$ cat src/rtl/wakeup_broadcaster_pkg.sv
// Shared types for the wakeup broadcaster: tag width, channel FSM states,
// the broadcast record and a small popcount helper for the 2-wide FIFO.
package wakeup_broadcaster_pkg;

  localparam int WAKEUP_TAG_W = 7;

  typedef enum logic {
    WK_IDLE = 1'b0,
    WK_HOLD = 1'b1
  } wakeup_ch_state_t;

  typedef struct packed {
    logic                    valid;
    logic [WAKEUP_TAG_W-1:0] tag;
  } wakeup_bcast_t;

  // Number of set bits in a 2-bit request vector (0..2).
  function automatic logic [1:0] wk_cnt2(input logic [1:0] v);
    return {1'b0, v[0]} + {1'b0, v[1]};
  endfunction

endpackage

$ cat src/rtl/wakeup_broadcaster_if.sv
// Bundles the ALU completion inputs, the two wakeup channels to the
// reservation station, the PRF ready-set strobes and debug occupancy.
// master = the broadcaster, slave = its surroundings.
interface wakeup_broadcaster_if
  import wakeup_broadcaster_pkg::*;
#(
  parameter int TAG_W = WAKEUP_TAG_W,
  parameter int CNT_W = 3
);
  logic [1:0]            fu_done_valid;
  logic [1:0][TAG_W-1:0] fu_prd;
  logic [1:0]            fu_done_ready;
  logic                  flush;
  logic [TAG_W-1:0]      reg1_rdy;
  logic                  reg1_rdy_valid;
  logic                  set_reg1_rdy;
  logic [TAG_W-1:0]      reg2_rdy;
  logic                  reg2_rdy_valid;
  logic                  set_reg2_rdy;
  logic [1:0]            prf_set_valid;
  logic [1:0][TAG_W-1:0] prf_set_tag;
  logic [CNT_W-1:0]      count;

  modport master (
    input  fu_done_valid, fu_prd, flush, set_reg1_rdy, set_reg2_rdy,
    output fu_done_ready, reg1_rdy, reg1_rdy_valid, reg2_rdy, reg2_rdy_valid,
           prf_set_valid, prf_set_tag, count
  );

  modport slave (
    output fu_done_valid, fu_prd, flush, set_reg1_rdy, set_reg2_rdy,
    input  fu_done_ready, reg1_rdy, reg1_rdy_valid, reg2_rdy, reg2_rdy_valid,
           prf_set_valid, prf_set_tag, count
  );
endinterface

$ cat src/rtl/wakeup_tag_fifo.sv
// 2-write / 2-read circular FIFO of completed destination tags.
// i_push[0] is written before i_push[1]; i_pop is thermometer coded
// (01 = one pop, 11 = two pops). o_head exposes the two oldest entries.
module wakeup_tag_fifo
  import wakeup_broadcaster_pkg::*;
#(
  parameter  int DEPTH = 4,
  parameter  int TAG_W = WAKEUP_TAG_W,
  localparam int PW    = $clog2(DEPTH),
  localparam int CW    = PW + 1
) (
  input  logic                  clk,
  input  logic                  reset,
  input  logic                  i_flush,
  input  logic [1:0]            i_push,
  input  logic [1:0][TAG_W-1:0] i_wdata,
  input  logic [1:0]            i_pop,
  output logic [CW-1:0]         o_count,
  output logic [1:0][TAG_W-1:0] o_head
);

  logic [TAG_W-1:0] r_mem [DEPTH];
  logic [PW-1:0]    r_rptr;
  logic [PW-1:0]    r_wptr;
  logic [CW-1:0]    r_count;
  logic [1:0]       w_npush;
  logic [1:0]       w_npop;
  logic [PW-1:0]    w_wptr1;
  logic [PW-1:0]    w_rptr1;

  assign w_npush = wk_cnt2(i_push);
  assign w_npop  = wk_cnt2(i_pop);
  // The second write lands one slot further only if the first one happened.
  assign w_wptr1 = r_wptr + PW'(i_push[0]);
  assign w_rptr1 = r_rptr + PW'(1);

  // Tag storage; occupancy is tracked separately so it needs no reset.
  always_ff @(posedge clk) begin
    if (i_push[0]) r_mem[r_wptr]  <= i_wdata[0];
    if (i_push[1]) r_mem[w_wptr1] <= i_wdata[1];
  end

  // Pointers and occupancy, wrapping modulo DEPTH.
  always_ff @(posedge clk or negedge reset) begin
    if (!reset) begin
      r_rptr  <= '0;
      r_wptr  <= '0;
      r_count <= '0;
    end else if (i_flush) begin
      r_rptr  <= '0;
      r_wptr  <= '0;
      r_count <= '0;
    end else begin
      r_wptr  <= r_wptr + PW'(w_npush);
      r_rptr  <= r_rptr + PW'(w_npop);
      r_count <= r_count + CW'(w_npush) - CW'(w_npop);
    end
  end

  assign o_count   = r_count;
  assign o_head[0] = r_mem[r_rptr];
  assign o_head[1] = r_mem[w_rptr1];

endmodule

$ cat src/rtl/wakeup_broadcaster.sv
// Collects ALU completion tags into a small FIFO and broadcasts them on two
// wakeup channels. Each channel holds its tag until acknowledged or until
// HOLD_MAX cycles pass, then pulses the PRF ready-set strobe for one cycle.
module wakeup_broadcaster
  import wakeup_broadcaster_pkg::*;
#(
  parameter int DEPTH    = 4,
  parameter int HOLD_MAX = 3,
  parameter int TAG_W    = WAKEUP_TAG_W
) (
  input logic                 clk,
  input logic                 reset,
  wakeup_broadcaster_if.master bus
);

  localparam int CW = $clog2(DEPTH) + 1;
  localparam int HW = $clog2(HOLD_MAX + 1);

  logic [CW-1:0]            w_count;
  logic [CW-1:0]            w_space;
  logic [1:0][TAG_W-1:0]    w_head;
  logic [1:0]               w_ready;
  logic [1:0]               w_push;
  logic [1:0]               w_pop;
  logic [1:0]               w_ack;
  logic [1:0]               w_retire;
  logic [1:0]               w_free;
  logic [1:0]               w_load;
  logic [1:0][TAG_W-1:0]    w_load_tag;

  wakeup_ch_state_t         r_state    [2];
  wakeup_ch_state_t         w_state_nx [2];
  logic [1:0][HW-1:0]       r_hold;
  logic [1:0][HW-1:0]       w_hold_nx;
  logic [1:0][TAG_W-1:0]    r_tag;
  logic [1:0][TAG_W-1:0]    w_tag_nx;
  logic [1:0]               r_prf_valid;
  logic [1:0][TAG_W-1:0]    r_prf_tag;

  // Readiness looks only at the registered occupancy; same-cycle pops are
  // deliberately not credited.
  assign w_space    = CW'(DEPTH) - w_count;
  assign w_ready[0] = (w_space >= CW'(1));
  assign w_ready[1] = (w_space >= CW'(2));

  // Tag 0 is accepted but never stored; flush discards everything.
  assign w_push[0] = bus.fu_done_valid[0] & w_ready[0] & (bus.fu_prd[0] != '0) & ~bus.flush;
  assign w_push[1] = bus.fu_done_valid[1] & w_ready[1] & (bus.fu_prd[1] != '0) & ~bus.flush;

  assign w_ack = {bus.set_reg2_rdy, bus.set_reg1_rdy};
  assign w_pop = {w_load[0] & w_load[1], w_load[0] | w_load[1]};

  wakeup_tag_fifo #(
    .DEPTH (DEPTH),
    .TAG_W (TAG_W)
  ) u_fifo (
    .clk     (clk),
    .reset   (reset),
    .i_flush (bus.flush),
    .i_push  (w_push),
    .i_wdata (bus.fu_prd),
    .i_pop   (w_pop),
    .o_count (w_count),
    .o_head  (w_head)
  );

  // Channel next-state: retire decision, FIFO pop arbitration, reload.
  always_comb begin
    w_retire   = '0;
    w_free     = '0;
    w_load     = '0;
    w_load_tag = '0;
    w_hold_nx  = r_hold;
    w_tag_nx   = r_tag;
    for (int c = 0; c < 2; c++) begin
      w_state_nx[c] = r_state[c];
      w_retire[c]   = (r_state[c] == WK_HOLD) && (w_ack[c] || (r_hold[c] == HW'(HOLD_MAX)));
      w_free[c]     = (r_state[c] == WK_IDLE) || w_retire[c];
    end
    // Channel 1 gets the head; channel 2 the next entry, or the head if
    // channel 1 is still busy.
    if (!bus.flush) begin
      if (w_free[0] && (w_count != '0)) begin
        w_load[0]     = 1'b1;
        w_load_tag[0] = w_head[0];
      end
      if (w_free[1]) begin
        if (w_load[0] && (w_count >= CW'(2))) begin
          w_load[1]     = 1'b1;
          w_load_tag[1] = w_head[1];
        end else if (!w_load[0] && (w_count != '0)) begin
          w_load[1]     = 1'b1;
          w_load_tag[1] = w_head[0];
        end
      end
    end
    for (int c = 0; c < 2; c++) begin
      if (bus.flush) begin
        w_state_nx[c] = WK_IDLE;
        w_hold_nx[c]  = '0;
        w_tag_nx[c]   = '0;
      end else if (w_load[c]) begin
        w_state_nx[c] = WK_HOLD;
        w_hold_nx[c]  = HW'(1);
        w_tag_nx[c]   = w_load_tag[c];
      end else if (w_retire[c]) begin
        w_state_nx[c] = WK_IDLE;
        w_hold_nx[c]  = '0;
        w_tag_nx[c]   = '0;
      end else if (r_state[c] == WK_HOLD) begin
        w_hold_nx[c]  = r_hold[c] + HW'(1);
      end
    end
  end

  // Channel state, hold counters and the tags being driven.
  always_ff @(posedge clk or negedge reset) begin
    if (!reset) begin
      for (int c = 0; c < 2; c++) r_state[c] <= WK_IDLE;
      r_hold <= '0;
      r_tag  <= '0;
    end else begin
      for (int c = 0; c < 2; c++) r_state[c] <= w_state_nx[c];
      r_hold <= w_hold_nx;
      r_tag  <= w_tag_nx;
    end
  end

  // One-cycle PRF ready-set strobe for every tag a channel retires.
  always_ff @(posedge clk or negedge reset) begin
    if (!reset) begin
      r_prf_valid <= '0;
      r_prf_tag   <= '0;
    end else begin
      for (int c = 0; c < 2; c++) begin
        r_prf_valid[c] <= w_retire[c] & ~bus.flush;
        r_prf_tag[c]   <= (w_retire[c] && !bus.flush) ? r_tag[c] : '0;
      end
    end
  end

  assign bus.fu_done_ready  = w_ready;
  assign bus.reg1_rdy       = r_tag[0];
  assign bus.reg1_rdy_valid = (r_state[0] == WK_HOLD);
  assign bus.reg2_rdy       = r_tag[1];
  assign bus.reg2_rdy_valid = (r_state[1] == WK_HOLD);
  assign bus.prf_set_valid  = r_prf_valid;
  assign bus.prf_set_tag    = r_prf_tag;
  assign bus.count          = w_count;

endmodule

$ cat src/flat_wrapper.sv
// flat-port wrapper written by rule: the top's interface ports become plain ports
module wakeup_broadcaster_flat import wakeup_broadcaster_pkg::*;
#(
  parameter int DEPTH    = 4,
  parameter int HOLD_MAX = 3,
  parameter int TAG_W    = WAKEUP_TAG_W
)
  (clk, reset, bus_fu_done_valid, bus_fu_prd, bus_flush, bus_set_reg1_rdy, bus_set_reg2_rdy, bus_fu_done_ready, bus_reg1_rdy, bus_reg1_rdy_valid, bus_reg2_rdy, bus_reg2_rdy_valid, bus_prf_set_valid, bus_prf_set_tag, bus_count);
  wakeup_broadcaster_if #(.TAG_W(TAG_W), .CNT_W(($clog2(DEPTH) + 1))) bus_i ();
  input logic clk;
  input logic reset;
  input wire logic [$bits(bus_i.fu_done_valid)-1:0] bus_fu_done_valid;
  input wire logic [$bits(bus_i.fu_prd)-1:0] bus_fu_prd;
  input wire logic [$bits(bus_i.flush)-1:0] bus_flush;
  input wire logic [$bits(bus_i.set_reg1_rdy)-1:0] bus_set_reg1_rdy;
  input wire logic [$bits(bus_i.set_reg2_rdy)-1:0] bus_set_reg2_rdy;
  output wire logic [$bits(bus_i.fu_done_ready)-1:0] bus_fu_done_ready;
  output wire logic [$bits(bus_i.reg1_rdy)-1:0] bus_reg1_rdy;
  output wire logic [$bits(bus_i.reg1_rdy_valid)-1:0] bus_reg1_rdy_valid;
  output wire logic [$bits(bus_i.reg2_rdy)-1:0] bus_reg2_rdy;
  output wire logic [$bits(bus_i.reg2_rdy_valid)-1:0] bus_reg2_rdy_valid;
  output wire logic [$bits(bus_i.prf_set_valid)-1:0] bus_prf_set_valid;
  output wire logic [$bits(bus_i.prf_set_tag)-1:0] bus_prf_set_tag;
  output wire logic [$bits(bus_i.count)-1:0] bus_count;
  assign bus_i.fu_done_valid = bus_fu_done_valid;
  assign bus_i.fu_prd = bus_fu_prd;
  assign bus_i.flush = bus_flush;
  assign bus_i.set_reg1_rdy = bus_set_reg1_rdy;
  assign bus_i.set_reg2_rdy = bus_set_reg2_rdy;
  assign bus_fu_done_ready = bus_i.fu_done_ready;
  assign bus_reg1_rdy = bus_i.reg1_rdy;
  assign bus_reg1_rdy_valid = bus_i.reg1_rdy_valid;
  assign bus_reg2_rdy = bus_i.reg2_rdy;
  assign bus_reg2_rdy_valid = bus_i.reg2_rdy_valid;
  assign bus_prf_set_valid = bus_i.prf_set_valid;
  assign bus_prf_set_tag = bus_i.prf_set_tag;
  assign bus_count = bus_i.count;
  wakeup_broadcaster #(.DEPTH(DEPTH), .HOLD_MAX(HOLD_MAX), .TAG_W(TAG_W)) u_core (.clk(clk), .reset(reset), .bus(bus_i));
endmodule
$ cat config.mk
export PLATFORM = sky130hd
export DESIGN_NAME = wakeup_broadcaster_flat
export DESIGN_NICKNAME = d
export VERILOG_FILES = /design/src/rtl/wakeup_broadcaster_pkg.sv /design/src/rtl/wakeup_broadcaster_if.sv /design/src/rtl/wakeup_tag_fifo.sv /design/src/rtl/wakeup_broadcaster.sv /design/src/flat_wrapper.sv
export SDC_FILE = /design/constraint.sdc
export NUM_CORES = 1
export LEC_CHECK = 0
export CELL_PAD_IN_SITES_DETAIL_PLACEMENT = 0
export CELL_PAD_IN_SITES_GLOBAL_PLACEMENT = 1
export CORE_AREA = 2 2 120 99
export DETAILED_ROUTE_END_ITERATION = 12
export DIE_AREA = 0 0 122 101
export GPL_TIMING_DRIVEN = 1
export PLACE_DENSITY_LB_ADDON = 0.3
export SKIP_CTS_REPAIR_TIMING = 1
export SKIP_LAST_GASP = 1
export SLEW_MARGIN = 10
export SYNTH_ARGS = -nofsm -noshare
export SYNTH_HDL_FRONTEND = slang
export SYNTH_SLANG_ARGS = --single-unit
export TNS_END_PERCENT = 10
$ cat constraint.sdc
create_clock -name clk -period 4.2 [get_ports clk]
set_clock_uncertainty 0.15 [all_clocks]
set_input_delay 0.63 -clock clk [delete_from_list [all_inputs] [get_ports clk]]
set_output_delay 0.63 -clock clk [all_outputs]
set_load 0.02 [all_outputs]
==> summary.md, run 1 <==
| Metric | Value |
|---|---|
| Sequential power share | `36.5%` |
| Hpwl dp | `5.72 mm` |
| Multi-input gate area | `1580 µm²` |
| Die ar. | `12,300 µm²` |
| Crit start category | `flip-flop` |
| Commonest cells after routing, fill and taps aside | `clkdlybuf4s50_1 (56), dfrtp_1 (43), mux2_2 (29)` |
| Critical Path AT | `3.47 ns` |
| Unrepaired setup endpoints after global routing | `false` |
| Required time worst endpoint | `4.00 ns` |
| Share of layout cells above drive strength 1 | `24.5%` |
| Fill cells | `1,068` |
| Grt total ovfl | `0` |
| Area grow syn2layout | `29.1%` |
| Post-synthesis async set-or-reset flop share | `60.6%` |
| Pins Over Slew Limit | `0` |
| CP startpoint | `u_core.u_fifo.o_count[0]` |
| P_leak | `1.83 nW` |
| DR vias/cell | `4.67` |
| Power Total | `2.83 mW` |
| Placed insts | `454` |
| Max IR drop VDD | `200 µV` |
| Int Power | `1.86 mW` |
| Hold Slack | `0.312 ns` |
| Die boundary width | `122 µm` |
| Most common cell after layout, fill and taps aside | `clkdlybuf4s50_1` |
| Starting Density | `32.1%` |
| Worst-path clk slew | `0.06 ns` |
| Switching pwr | `0.972 mW` |
| Post-route insts no fill | `470` |
| Final critical-path required period | `3.68 ns` |
| First-pass GRT wire length | `12.4 mm` |
| Area occupied by registers | `1920 µm²` |
| Final setup violation count | `0` |
| DRT iter0 DRCs | `114` |
| Ant. Diodes | `0` |
| Post-synth EDFFs | `28` |
| Via count | `2,193` |
| Max-Cap Viols | `0` |
| # DRC | `0` |
| Root Driver | `clkbuf_16` |
| Mapped Nets | `289` |
| CP Class | `reg2reg` |
| Worst-Skew Late Latency | `0.33 ns` |
| Vias in the first global route | `2,320` |
| Part of the power in the clock network | `25.3%` |
| Fmax | `0.272 GHz` |
| Post-DRT Antenna Nets | `0` |
| CTS Sinks | `71` |
| FF+latch count, synth | `71` |
| Logic pwr share | `38.2%` |
| Syn. warnings | `0` |
| GRT Total Usage | `13.3%` |
| Final Instance Area | `4620 µm²` |
| Mapped Cells | `253` |
| Place WS | `0.375 ns` |
| Pin count of the biggest net entering global routing | `44` |
| Core area | `11,200 µm²` |
| Final hold vios | `0` |
| Area of the mapped netlist | `3580 µm²` |
| Io pins | `58` |
| PnR worst setup slack | `0.524 ns` |
| Synthesized area per cell | `14.2 µm²` |
| Final design utilization | `41.4%` |
| Port Buf Inserts | `57` |
| Cell variety after synth | `45` |
| Initial antenna violation count | `0` |
| Hold WC Path Type | `in2async` |
| Fin crit share | `87.5%` |
| Net Sw Frac | `34.3%` |
| Slew @ Worst Pin | `1.10 ns` |
| Worst slew margin | `26.2%` |
| Row cnt | `35` |
| Clock buffer depth | `2` |
| Register area share after synthesis | `53.5%` |
| RR Startpoint | `u_core.u_fifo.o_count[0]` |
| Worst Setup End Kind | `flip-flop` |
| GP Congestion | `0.765` |
| CTS Buf Count | `9` |
| Post-synth top flop | `dfrtp_1` |
| CTS tree | `done` |
| Crit Path Max Fanout | `8` |
| Post-route setup TNS | `0 ns` |
| Nets@finish | `353` |
| Chip height | `101 µm` |
| WL/cell | `16.0 µm` |
| Final WL | `7.53 mm` |
| Status | `finished clean` |
| Power density cells | `612 nW/µm²` |
| H-tree levels | `3` |
| DR pass1 iterations | `4` |
| Post-placement cell area | `4320 µm²` |
==> cells by family after synthesis <==
kind of cell | after synthesis | share of synthesized area [%]
buffers and inverters | 24 | 2.86
xor gates and xnor gates | 8 | 1.96
DFF | 71 | 53.5
AOI/OAI and AO/OA | 37 | 8.35
adders and majority gates | 15 | 5.66
and+or+nand+nor | 55 | 9.71
muxes | 43 | 17.9
==> power by group through the flow <==
stage | Combinational (mW) | Sequential [mW] | Clock [mW]
5_1_grt | 1.20 | 1.06 | 0.761
6_report | 1.08 | 1.03 | 0.718
3_3_place_gp | 1.07 | 1.04 | 0
2_1_floorplan | 0.719 | 1.04 | 0
4_1_cts | 1.09 | 1.04 | 0.731
3_5_place_dp | 1.09 | 1.05 | 0
==> cell type report <==
| class | instances | area share [%] |
|---|---|---|
| flip-flops and latches | 71 | 41.5 |
| repair buffers | 62 | 13.0 |
| clock buffers | 11 | 5.49 |
| inverters | 15 | 1.22 |
| multi-input cells | 158 | 34.1 |
| clock inverters | 5 | 0.703 |
| well taps | 148 | 4.00 |
==> worst paths after layout <==
check                           cells after the start                   endpoint  slack (ns)
max in group asynchronous                           1  u_core.bus.prf_set_tag[7]        2.99
worst min-delay path                                1  u_core.bus.reg1_rdy_valid        0.31
worst min register to register                      1     u_core.bus.reg2_rdy[0]        0.36
worst max register to register                     10  u_core.u_fifo.r_mem[1][1]        0.52
worst max-delay path                               10  u_core.u_fifo.r_mem[1][1]        0.52
min in group clk                                    1     u_core.bus.reg2_rdy[0]        0.36
==> state kept, by name (all words and copies together), names as in the netlist <==
register and cells:
u_core.u_fifo.r_rptr 2, u_core.bus.prf_set_valid 2, u_core.bus.reg2_rdy 7, u_core.r_hold 4, u_core.bus.reg1_rdy 7, u_core.bus.reg1_rdy_valid 1
u_core.u_fifo.r_mem 28, u_core.bus.reg2_rdy_valid 1, u_core.bus.prf_set_tag 14, u_core.u_fifo.r_wptr 2, u_core.u_fifo.o_count 3
==> per-layer routing <==
metal  wire (µm)  vias up  global-route usage (%)
li1            -     1084                       -
met1        3870     1039                    19.3
met2        3110       62                    19.0
met3         437        8                    3.39
met4         112        0                    5.31
met5           0        -                       0
==> cell usage after synthesis (all sizes together), types with 4 or more instances <==
cell / number / area, µm²
mux4: 14 / 315
a22o: 7 / 61.3
edfxtp: 28 / 841
dfrtp: 43 / 1080
ha: 13 / 163
a21oi: 6 / 30.0
xor2: 4 / 35.0
xnor2: 4 / 35.0
and2: 14 / 87.6
inv: 15 / 56.3
buf: 4 / 26.3
o31ai: 4 / 30.0
nor2: 12 / 45.0
clkbuf: 5 / 20.0
o2bb2ai: 7 / 61.3
a22oi: 7 / 52.6
mux2: 29 / 327
nor3: 5 / 35.0
==> worst max-delay path: stages (launching register included) <==
cell and delay, ns:
dfrtp_1 0.41, inv_1 0.08, ha_1 0.20, ha_1 0.28
or4b_2 0.63, nand4_1 0.25, inv_1 0.11, ha_1 0.25
xnor2_1 0.38, nand3_4 0.21, o31ai_1 0.33
No activity file was read; power rests on OpenSTA's default activity.
==> run 2: changes to the inputs <==
- clock period: 4.2 -> 3.8 ns (I/O delays scaled with it)
==> run 2 against run 1 <==
  * Wire length increased by 0.11%
  * Combinational power increased by 13%
  * Non-clock buffer count up 4
  * Highest routed layer unchanged
  * Utilization grew 0.34 points
  * Clock power increased by 16%
  * Setup slack got worse by 0.29 ns
  * Fmax grew 3.2%
==> summary.md, run 2 (synthesized netlist as in run 1, its figures left out) <==
| Metric | Value |
|---|---|
| Status | `finished clean` |
| DRT iter0 DRCs | `134 (+18%)` |
| # DRC | `0 (unchanged)` |
| Worst slew margin | `25.8% (-0.47 points)` |
| Final critical-path required period | `3.56 ns (-0.115 ns)` |
| Grt total ovfl | `0 (unchanged)` |
| Fin crit share | `93.7% (+6.2 points)` |
| Required time worst endpoint | `3.73 ns (-0.27 ns)` |
| Max IR drop VDD | `246 µV (+23%)` |
| Vias in the first global route | `2,281 (-1.7%)` |
| Root Driver | `clkbuf_16` |
| WL/cell | `15.9 µm (-0.74%)` |
| Chip height | `101 µm (unchanged)` |
| Power Total | `3.20 mW (+13%)` |
| Most common cell after layout, fill and taps aside | `clkdlybuf4s50_1` |
| Max-Cap Viols | `0 (unchanged)` |
| Hold WC Path Type | `in2async` |
| DR vias/cell | `4.74 (+1.6%)` |
| Initial antenna violation count | `0 (unchanged)` |
| Critical Path AT | `3.49 ns (+0.02 ns)` |
| Unrepaired setup endpoints after global routing | `false` |
| Flip-flop count of the largest register after layout | `28 (unchanged)` |
| CP startpoint | `u_core.u_fifo.o_count[0]` |
| Worst Setup End Kind | `flip-flop` |
| Hpwl dp | `5.80 mm (+1.3%)` |
| RR Startpoint | `u_core.u_fifo.o_count[0]` |
| Die boundary width | `122 µm (unchanged)` |
| Crit Path Max Fanout | `7 (-1)` |
| Fmax | `0.281 GHz (+3.2%)` |
| Port Buf Inserts | `57 (unchanged)` |
| CTS Sinks | `71 (unchanged)` |
| CP Class | `reg2reg` |
| Top reg by flops | `u_core.u_fifo.r_mem` |
| Post-route setup TNS | `0 ns (unchanged)` |
| Crit start category | `flip-flop` |
| Placed insts | `458 (+0.88%)` |
| Post-route insts no fill | `474 (+0.85%)` |
| Via count | `2,248 (+2.5%)` |
| H-tree levels | `3 (unchanged)` |
| Pins Over Slew Limit | `0 (unchanged)` |
| CTS Buf Count | `9 (unchanged)` |
| Area grow syn2layout | `30.2%` |
| Die ar. | `12,300 µm² (unchanged)` |
| GRT Total Usage | `13.4% (+0.11 points)` |
| Share of layout cells above drive strength 1 | `25.2% (+0.62 points)` |
| Pin count of the biggest net entering global routing | `44 (unchanged)` |
| Ant. Diodes | `0 (unchanged)` |
| First-pass GRT wire length | `12.5 mm (+0.89%)` |
| Clock buffer depth | `2 (unchanged)` |
| Core area | `11,200 µm² (unchanged)` |
| Final hold vios | `0 (unchanged)` |
| Worst-Skew Late Latency | `0.33 ns (about the same)` |
| Worst-path clk slew | `0.06 ns (about the same)` |
| DR pass1 iterations | `4 (unchanged)` |
| CTS tree | `done` |
| Commonest cells after routing, fill and taps aside | `clkdlybuf4s50_1 (56), dfrtp_1 (43), mux2_2 (29)` |
| Starting Density | `32.1% (unchanged)` |
| Final setup violation count | `0 (unchanged)` |
| Nets@finish | `357 (+1.1%)` |
| Final WL | `7.54 mm (+0.11%)` |
| GP Congestion | `0.760 (-0.63%)` |
| Power density cells | `686 nW/µm² (+12%)` |
| P_leak | `1.83 nW (+0.42%)` |
| Slew @ Worst Pin | `1.10 ns (+0.00701 ns)` |
| Hold Slack | `0.247 ns (-0.0645 ns)` |
| Io pins | `58 (unchanged)` |
| Final design utilization | `41.7% (+0.34 points)` |
| Row cnt | `35 (unchanged)` |
| Post-DRT Antenna Nets | `0 (unchanged)` |
run 2: where the power goes:
group	internal, mW	switching [mW]
clock network	0.511	0.323
registers	0.974	0.169
logic	0.625	0.595
total	2.11	1.09
run 2: stage by stage:
step                setup slack (ns)  instance area (µm²)
finish                         0.239                 4660
global route                  0.0424                 4660
CTS                            0.162                 4650
detailed placement          -0.00457                 4350
global placement              0.0981                 4350
floorplan                      0.109                 3580
run 2: cell type report:
class                           instances  area (µm²)
Inverter                               15        56.3
Timing Repair Buffer                   66         633
Clock inverter                          6        70.1
Fill cell                            1043        6500
Clock buffer                           10         229
Tap cell                              148         185
Multi-Input combinational cell        158        1570
Sequential cell                        71        1920
run 2: metal layers:
metal / part of all wire (%) / track usage [%] / vias to the layer above / wire length, µm
li1: - / - / 1091 / -
met1: 52 / 19.8 / 1081 / 3930
met2: 41 / 18.7 / 72 / 3080
met3: 6.2 / 4.07 / 4 / 466
met4: 0.86 / 4.24 / 0 / 65
met5: 0 / 0 / - / 0
run 2: path summary, 6_finish.rpt:
| kind | slack (ns) | endpoint | cells past startpoint |
|---|---|---|---|
| setup / recovery | 0.24 | u_core.u_fifo.r_mem[2][3] | 10 |
| hold / removal | 0.25 | u_core.bus.reg1_rdy_valid | 1 |
| setup reg to reg | 0.24 | u_core.u_fifo.r_mem[2][3] | 10 |
| hold reg to reg | 0.37 | u_core.bus.reg2_rdy[1] | 1 |
| max in group asynchronous | 2.66 | u_core.bus.prf_set_tag[4] | 1 |
| min in group clk | 0.37 | u_core.bus.reg2_rdy[1] | 1 |
run 2: worst max-delay path, cell delays in order (launching register included):
cell,delay [ns]
dfrtp_1,0.41
inv_1,0.08
ha_1,0.20
ha_1,0.29
or4b_2,0.65
nand4_1,0.15
inv_1,0.08
ha_1,0.23
xnor2_1,0.21
nor3_2,0.46
mux2_2,0.41
==> run 3: changes to the inputs <==
- CORE_AREA: 2 2 120 99 -> 2 2 108 110
- DIE_AREA: 0 0 122 101 -> 0 0 110 112
==> run 3 against run 2 <==
  * Power fell by 3.2%
  * Sequential cell count did not move
  * Hold slack got worse by 0.020 ns
  * Sequential power barely moved
  * Non-clock buffer count rose by 1
  * Clock power fell by 11%
  * Critical path depth did not move
  * Cell area fell by 0.67%
  * Critical endpoint is now u_core.u_fifo.r_mem[2][4]
==> summary.md, run 3 (synthesized netlist as in run 1, its figures left out) <==
| Metric | Value |
|---|---|
| Post-placement cell area | `4350 µm² (about the same)` |
| Die ar. | `12,300 µm² (about the same)` |
| Final WL | `7.25 mm (-3.9%)` |
| # DRC | `0 (unchanged)` |
| CP Class | `reg2reg` |
| Pin count of the biggest net entering global routing | `44 (unchanged)` |
| Nets@finish | `358 (+0.28%)` |
| PnR worst setup slack | `0.226 ns (-0.0128 ns)` |
| Critical Path AT | `3.50 ns (about the same)` |
| Area occupied by registers | `1920 µm² (unchanged)` |
| Row cnt | `39 (+11%)` |
| Hold Slack | `0.227 ns (-0.0200 ns)` |
| Post-DRT Antenna Nets | `0 (unchanged)` |
| Flip-flop count of the largest register after layout | `28 (unchanged)` |
| Share of layout cells above drive strength 1 | `25.4% (+0.23 points)` |
| Grt total ovfl | `0 (unchanged)` |
| Crit start category | `flip-flop` |
| First-pass GRT wire length | `12.0 mm (-4.4%)` |
| Worst slew margin | `23.5% (-2.3 points)` |
| Port Buf Inserts | `57 (unchanged)` |
| Sequential power share | `36.8% (+1.1 points)` |
| Clock buffer depth | `2 (unchanged)` |
| Part of the power in the clock network | `23.9% (-2.2 points)` |
| Hold WC Path Type | `in2async` |
| Slew @ Worst Pin | `1.14 ns (+0.0336 ns)` |
| Int Power | `2.04 mW (-3.3%)` |
| WL/cell | `15.4 µm (-3.1%)` |
| Required time worst endpoint | `3.72 ns (about the same)` |
| Via count | `2,238 (-0.44%)` |
| Fill cells | `1,049 (+0.58%)` |
| Hpwl dp | `5.68 mm (-2.0%)` |
| Crit Path Max Fanout | `7 (unchanged)` |
| Family with the most delay on the worst path | `simple AND/OR/NAND/NOR gates` |
| Commonest cells after routing, fill and taps aside | `clkdlybuf4s50_1 (56), dfrtp_1 (43), mux2_2 (29)` |
| Starting Density | `32.0% (about the same)` |
| Final hold vios | `0 (unchanged)` |
| Initial antenna violation count | `0 (unchanged)` |
| Power Total | `3.10 mW (-3.2%)` |
| Top reg by flops | `u_core.u_fifo.r_mem` |
| Critical Path Most Common Cell | `ha_1` |
| Max IR drop VDD | `214 µV (-13%)` |
| Pins Over Slew Limit | `0 (unchanged)` |
| Core area | `11,200 µm² (about the same)` |
| DRT iter0 DRCs | `87 (-35%)` |
| CTS tree | `done` |
| GP Congestion | `0.739 (-2.7%)` |
| Fin crit share | `94.0% (+0.34 points)` |
| DR pass1 iterations | `4 (unchanged)` |
| Final setup violation count | `0 (unchanged)` |
| Post-route insts no fill | `470 (-0.84%)` |
| P_leak | `1.84 nW (about the same)` |
| CTS Sinks | `71 (unchanged)` |
| Buf/Inv on CP | `2 (unchanged)` |
| Io pins | `58 (unchanged)` |
| Chip height | `112 µm (+11%)` |
| Place WS | `0.100 ns (+0.105 ns)` |
| Final design utilization | `41.4% (-0.31 points)` |
| Status | `finished clean` |
| Max-Cap Viols | `0 (unchanged)` |
| Power density cells | `669 nW/µm² (-2.5%)` |
| Area grow syn2layout | `29.3%` |
| Worst-Skew Late Latency | `0.33 ns (about the same)` |
| Placed insts | `454 (-0.87%)` |
| DR vias/cell | `4.76 (+0.40%)` |
| Net Sw Frac | `34.1% (+0.10 points)` |
| Highest-delay cell along the critical path | `or4b_2` |
| Multi-input gate area | `1570 µm² (unchanged)` |
| Worst-path clk slew | `0.05 ns (about the same)` |
| Switching pwr | `1.06 mW (-2.9%)` |
| Final critical-path required period | `3.57 ns (+0.0128 ns)` |
| Max incr delay on CP | `0.61 ns (-0.04 ns)` |
| Unrepaired setup endpoints after global routing | `false` |
| Ant. Diodes | `0 (unchanged)` |
| CTS Buf Count | `9 (unchanged)` |
| Post-route setup TNS | `0 ns (unchanged)` |
| GRT Total Usage | `12.8% (-0.61 points)` |
| Fmax | `0.280 GHz (-0.36%)` |
| Crit path cell chain | `inv_1 > ha_1 > ha_1 > or4b_2 > nand4_1 > inv_1 > ha_1 > xnor2_1 > nor3_2 > mux2_2` |
| Final Instance Area | `4630 µm² (-0.67%)` |
| Root Driver | `clkbuf_16` |
| Worst Setup End Kind | `flip-flop` |
| Vias in the first global route | `2,281 (unchanged)` |
| Die boundary width | `110 µm (-9.8%)` |
| H-tree levels | `3 (unchanged)` |
| Most common cell after layout, fill and taps aside | `clkdlybuf4s50_1` |
| Logic pwr share | `39.4% (+1.2 points)` |
[run 3: cell types whose count changed in the layout (fill, tap and decap cells not counted), sizes merged]
cell	change
bufinv	-1
buf	+1
clkinvlp	-2
clkinv	+3
[run 3: final cells by class]
class	instances	area share, %
repair buffers	67	13.8
clock inverters	6	0.811
clock buffers	10	4.94
inverters	15	1.22
flip-flops and latches	71	41.4
multi-input cells	158	33.9
well taps	143	3.86
[run 3: path summary, 6_finish.rpt]
path	startpoint	end	slack (ns)	depth (start not counted)
min	reset	u_core.u_fifo.r_wptr[1]	0.23	1
max reg2reg	u_core.u_fifo.o_count[0]	u_core.u_fifo.r_mem[2][4]	0.23	10
max	u_core.u_fifo.o_count[0]	u_core.u_fifo.r_mem[2][4]	0.23	10
max in group asynchronous	reset	u_core.bus.reg2_rdy[5]	2.68	1
min reg2reg	u_core.bus.reg1_rdy[2]	u_core.bus.prf_set_tag[2]	0.36	1
min in group clk	u_core.bus.reg1_rdy[2]	u_core.bus.prf_set_tag[2]	0.36	1
[run 3: metal layers]
layer | GRT usage, % | vias to the layer above | routed length, µm
met5 | 0 | - | 0
met4 | 6.33 | 0 | 149
met2 | 20.2 | 50 | 3510
met1 | 17.0 | 1080 | 3320
li1 | - | 1098 | -
met3 | 1.87 | 10 | 256
[run 3: worst register-to-register path: stages, from the launching register on]
cell     delay (ns)
dfrtp_1        0.40
inv_1          0.08
ha_1           0.20
ha_1           0.28
or4b_2         0.61
nand4_1        0.15
inv_1          0.08
ha_1           0.23
xnor2_1        0.21
nor3_2         0.52
mux2_2         0.42
[run 3: power groups by stage]
| stage | Clock (mW) | Combinational [mW] | Sequential [mW] |
|---|---|---|---|
| after global placement | 0 | 1.21 | 1.15 |
| after floorplan | 0 | 0.795 | 1.15 |
| after CTS | 0.759 | 1.23 | 1.14 |
| after detailed placement | 0 | 1.22 | 1.16 |
| after global routing | 0.797 | 1.33 | 1.17 |
| final | 0.739 | 1.22 | 1.14 |
